<file path="src/rtl/mem_stage_hs.sv">
// M->W pipeline stage: XLEN-generic load/store unit with a request/ready data-memory
// handshake, byte enables, load extension and misaligned/illegal-size exceptions.
module mem_stage_hs #(
    parameter int XLEN = 32,
    parameter int RAW  = 5,
    parameter int RSW  = 2
) (
    input  logic              clk,
    input  logic              rst_n,
    input  logic              valid_m,
    input  logic              reg_write_m,
    input  logic              mem_read_m,
    input  logic              mem_write_m,
    input  logic [RSW-1:0]    result_src_m,
    input  logic [2:0]        funct3_m,
    input  logic [RAW-1:0]    rd_m,
    input  logic [XLEN-1:0]   pc_plus4_m,
    input  logic [XLEN-1:0]   alu_result_m,
    input  logic [XLEN-1:0]   write_data_m,
    output logic              stall_m,
    output logic              mem_req,
    output logic              mem_we,
    output logic [XLEN-1:0]   mem_addr,
    output logic [XLEN/8-1:0] mem_be,
    output logic [XLEN-1:0]   mem_wdata,
    input  logic              mem_ready,
    input  logic [XLEN-1:0]   mem_rdata,
    output logic              reg_write_w,
    output logic [RSW-1:0]    result_src_w,
    output logic [RAW-1:0]    rd_w,
    output logic [XLEN-1:0]   pc_plus4_w,
    output logic [XLEN-1:0]   alu_result_w,
    output logic [XLEN-1:0]   read_data_w,
    output logic              exc_w
);
    localparam int BW   = XLEN / 8;
    localparam int OFFW = $clog2(BW);

    typedef enum logic {IDLE, BUSY} state_t;
    state_t state;

    logic              access, size_ok, aligned, legal, req_now, busy;
    logic [OFFW-1:0]   off, align_mask, lat_off, ext_off;
    logic [2:0]        lat_f3, ext_f3;
    logic              lat_we;
    logic [XLEN-1:0]   lat_addr, lat_wdata, addr_now, wdata_now, shifted, ext;
    logic [BW-1:0]     lat_be, be_mask, be_now;

    assign busy    = (state == BUSY);
    assign off     = alu_result_m[OFFW-1:0];
    assign access  = valid_m & (mem_read_m | mem_write_m);
    assign size_ok = (funct3_m != 3'b111) &&
                     !((XLEN == 32) && (funct3_m == 3'b011 || funct3_m == 3'b110));
    assign align_mask = OFFW'((4'd1 << funct3_m[1:0]) - 4'd1);
    assign aligned = ((off & align_mask) == '0);
    assign legal   = size_ok & aligned;
    // rst_n gate keeps the combinational request quiet while reset is held
    assign req_now = rst_n & ~busy & access & legal;

    always_comb begin
        be_mask = '1;
        case (funct3_m[1:0])
            2'b00:   be_mask = BW'(1);
            2'b01:   be_mask = BW'(3);
            2'b10:   be_mask = BW'(15);
            default: be_mask = '1;
        endcase
    end

    assign be_now    = be_mask << off;
    assign addr_now  = {alu_result_m[XLEN-1:OFFW], {OFFW{1'b0}}};
    assign wdata_now = write_data_m << {off, 3'b000};

    assign mem_req   = busy | req_now;
    assign mem_we    = busy ? lat_we    : mem_write_m;
    assign mem_addr  = busy ? lat_addr  : addr_now;
    assign mem_be    = busy ? lat_be    : be_now;
    assign mem_wdata = busy ? lat_wdata : wdata_now;
    assign stall_m   = mem_req & ~mem_ready;

    // Load extraction uses the size/offset captured with the request
    assign ext_off = busy ? lat_off : off;
    assign ext_f3  = busy ? lat_f3  : funct3_m;
    assign shifted = mem_rdata >> {ext_off, 3'b000};

    always_comb begin
        ext = shifted;
        case (ext_f3)
            3'b000:  ext = XLEN'($signed(shifted[7:0]));
            3'b001:  ext = XLEN'($signed(shifted[15:0]));
            3'b010:  ext = XLEN'($signed(shifted[31:0]));
            3'b100:  ext = XLEN'(shifted[7:0]);
            3'b101:  ext = XLEN'(shifted[15:0]);
            3'b110:  ext = XLEN'(shifted[31:0]);
            default: ext = shifted;
        endcase
    end

    always_ff @(posedge clk or negedge rst_n) begin
        if (!rst_n) begin
            state        <= IDLE;
            lat_we       <= 1'b0;
            lat_addr     <= '0;
            lat_be       <= '0;
            lat_wdata    <= '0;
            lat_off      <= '0;
            lat_f3       <= '0;
            reg_write_w  <= 1'b0;
            result_src_w <= '0;
            rd_w         <= '0;
            pc_plus4_w   <= '0;
            alu_result_w <= '0;
            read_data_w  <= '0;
            exc_w        <= 1'b0;
        end else begin
            case (state)
                IDLE: if (req_now && !mem_ready) begin
                    state     <= BUSY;
                    lat_we    <= mem_write_m;
                    lat_addr  <= addr_now;
                    lat_be    <= be_now;
                    lat_wdata <= wdata_now;
                    lat_off   <= off;
                    lat_f3    <= funct3_m;
                end
                BUSY: if (mem_ready) state <= IDLE;
                default: state <= IDLE;
            endcase

            if (!valid_m || stall_m) begin
                reg_write_w  <= 1'b0;
                result_src_w <= '0;
                rd_w         <= '0;
                pc_plus4_w   <= '0;
                alu_result_w <= '0;
                read_data_w  <= '0;
                exc_w        <= 1'b0;
            end else begin
                reg_write_w  <= reg_write_m & ~(access & ~legal);
                result_src_w <= result_src_m;
                rd_w         <= rd_m;
                pc_plus4_w   <= pc_plus4_m;
                alu_result_w <= alu_result_m;
                read_data_w  <= (mem_req & mem_read_m) ? ext : '0;
                exc_w        <= access & ~legal;
            end
        end
    end
endmodule

</file>
<file path="config.mk">
export PLATFORM = sky130hd
export DESIGN_NAME = mem_stage_hs
export DESIGN_NICKNAME = d
export VERILOG_FILES = /design/src/rtl/mem_stage_hs.sv
export SDC_FILE = /design/constraint.sdc
export NUM_CORES = 1
export LEC_CHECK = 0
export BUFFER_PORTS_ARGS = -buffer_cell sky130_fd_sc_hd__buf_2
export CORE_ASPECT_RATIO = 1.75
export CORE_MARGIN = 4
export CORE_UTILIZATION = 53
export DETAILED_ROUTE_END_ITERATION = 7
export PLACE_DENSITY = 0.91
export SETUP_SLACK_MARGIN = 0.2
export SLEW_MARGIN = 20
export SYNTH_ARGS = -nofsm -noshare
export SYNTH_HDL_FRONTEND = slang
export SYNTH_SLANG_ARGS = --single-unit
</file>
<file path="constraint.sdc">
create_clock -name clk -period 3 [get_ports clk]
set_input_delay 0.6 -clock clk [delete_from_list [all_inputs] [get_ports clk]]
set_output_delay 0.6 -clock clk [all_outputs]
set_load 0.03 [all_outputs]
</file>
==> out/qor.csv <==
metric,value,unit
dr.first_iter.drc_count,322,
clk_pin_slew,0.07,ns
tightest_slew,0.977,ns
fmax,0.369,GHz
start_util,54.1,%
cts_tree,built,
top_layer,met4,
yosysTopAreaCellShare,55.5,%
crit_arrival,2.11,ns
die-area,0.0172,mm²
synth_common_cells,"235 x nand2_1, 178 x dfrtp_1, 71 x and2_1",
cts-buffers-inserted,17,
io_pins,321,
clock_latency,0.41,ns
wl_per_cell,18.1,µm
power_frac_seq,45.5,%
stdcell_count,1297,
worstSetupPathType,in2out,
grt_max_degree,176,
vias_per_cell,5.39,
p_clk_share,34.9,%
path_max_fanout,5,
critPathRequiredTime,2.40,ns
netlist_top_cells_area,"dfrtp_1 56%, nand2_1 11%, mux2_2 8.0%, and2_1 5.5%, o21ai_0 3.5%",
n_fill_cell,1094,
seq_area,0.00446,mm²
slew_headroom,34.9,%
syn_to_final_growth,29.3,%
async_flop_share,100,%
grt_pass1_vias,6989,
cts_max_level,4,
start_kind,input pin,
drv_slew,0,
rsz0062_at_grt,false,
fin_nets,1245,
ys.flop_type,dfrtp_1,
ir_worst_vdd,0.367,mV
yosysUniqueCellTypes,45,
dr.pass1.iters,5,
switching_share,31.7,%
dp_hpwl,17600,µm
grt.total_usage,27.1,%
port_buffers,318,
intPower,4.24,mW
synthesis.area,0.00802,mm²
met2_length,12500,µm
power_switching,1.97,mW
syn_area_per_cell,10.0,µm²
synth_cells,802,
drv_cap,0,
p_comb_share,19.6,%
synth.largest_area_cell,dfrtp_1,
rrSetupSlack,0.56,ns
layout-drive-gt1-share,39.4,%
fin_worst_skew,0.0123,ns
antenna_found_initial,0,
multi_input_area,0.00331,mm²
core_region_area,0.0148,mm²
yosysMostFrequentCell,nand2_1,
cp-end-kind,primary output,
setup_violations,0,
timing.final.crit_share,90.2,%
yosys_warnings,0,
fin_crit,2.71,ns
ys_ff_latch,178,
hp-class,in2reg,
rows,59,
cts_root_buffer,clkbuf_16,
power_density,598,mW/mm²
ys_seq_area_share,55.5,%
wl_met1,8230,µm
dp.cells,1263,
grt_overflow_total,0,
via_count,6986,
drc,0,
synth-edff-count,0,
finalWirelength,23500,µm
status,"complete, no violations",
hold_viol,0,
fp.dieH,171,µm
total_power,6.21,mW
post-cts-setup-buffers,0,
fin_setup_tns,0,ns
ant_nets,0,
grt_pass1_wl,36400,µm
leakage,5.54,nW
place_congestion,1.01,
cts_buffer_depth,2,
wl_met3,1560,µm
die_w,101,µm
clkSinkCount,178,
[sequential cells by signal, summed over array words and instances, names as in the netlist, 2 cells and up]
name / count
alu_result_w: 32
lat_addr: 30
lat_be: 4
lat_f3: 3
lat_off: 2
lat_wdata: 32
pc_plus4_w: 32
rd_w: 5
read_data_w: 32
result_src_w: 2
[final timing paths]
kind,from,endpoint,cells past startpoint
min reg2reg,lat_addr[8]$_DFFE_PN0P_,lat_addr[8]$_DFFE_PN0P_,2
max reg2reg,busy$_DFF_PN0_,read_data_w[24]$_DFF_PN0_,5
max in group asynchronous,rst_n,lat_wdata[30]$_DFFE_PN0P_,3
min,pc_plus4_m[15],pc_plus4_w[15]$_DFF_PN0_,2
max,rst_n,stall_m,5
min in group asynchronous,rst_n,read_data_w[29]$_DFF_PN0_,2
[cells by family after synthesis]
kind of cell	share of synthesized area, %
flip-flops	55.5
other	0.0467
multiplexers	10.5
buffers and inverters	3.48
AND/OR/NAND/NOR	19.8
AO/OA/AOI/OAI	10.7
[layer usage]
| layer | global-route usage (%) | up-vias |
|---|---|---|
| met5 | 0 | - |
| met4 | 14.0 | 0 |
| met3 | 5.06 | 73 |
| met2 | 47.6 | 320 |
| met1 | 31.1 | 3344 |
| li1 | - | 3249 |
[cells in the final DEF, fill, tap and decap left out, drive strengths merged, types with 7 or more instances in the layout]
cell type  count
nand2        235
a22o           9
nand3          8
buf          334
nor2          10
a21oi         31
mux2          58
a2bb2oi        7
dfrtp        178
inv           10
and2          71
clkbuf        18
o21ai         56
nor2b         12
a21o           8
mux2i         18
a211oi        15
[worst max-delay path: stages]
cell,delay (ns)
dlygate4sd3_1,0.54
buf_6,0.15
o2111ai_2,0.23
a21oi_2,0.31
buf_2,0.26
[power by group through the flow]
stage / sequential, mW / clock, mW / combinational [mW]
detailed placement: 2.86 / 0 / 1.22
finish: 2.82 / 2.17 / 1.21
global placement: 2.85 / 0 / 1.18
global route: 2.85 / 2.31 / 1.33
floorplan: 2.95 / 0 / 0.680
CTS: 2.82 / 2.20 / 1.22
[timing repair]
action,4_1_cts,5_1_grt
resized for setup,0,0
hold buffers,1,0
endpoints found under the hold margin,3,0
[area by class of cell]
class	instances	share of cell area [%]
sequential	178	43.0
inverter	3	0.108
timing repair buffer	335	17.3
tap	183	2.21
clock buffer	18	4.23
antenna	1	0.0241
multi-input combinational	565	31.9
clock inverter	14	1.34
[metrics by stage]
stage | instance area (µm²) | hold slack [ns] | util, % | setup WS, ns
2_1_floorplan | 8030 | 0.304 | - | 0.233
4_1_cts | 10400 | 0.371 | 69.9 | 0.310
3_3_place_gp | 9790 | 0.399 | 66.0 | 0.439
3_5_place_dp | 9790 | 0.400 | 66.0 | 0.359
5_1_grt | 10400 | 0.370 | 69.9 | 0.239
6_report | 10400 | 0.390 | 69.9 | 0.293
(Power assumes the default switching activity.)
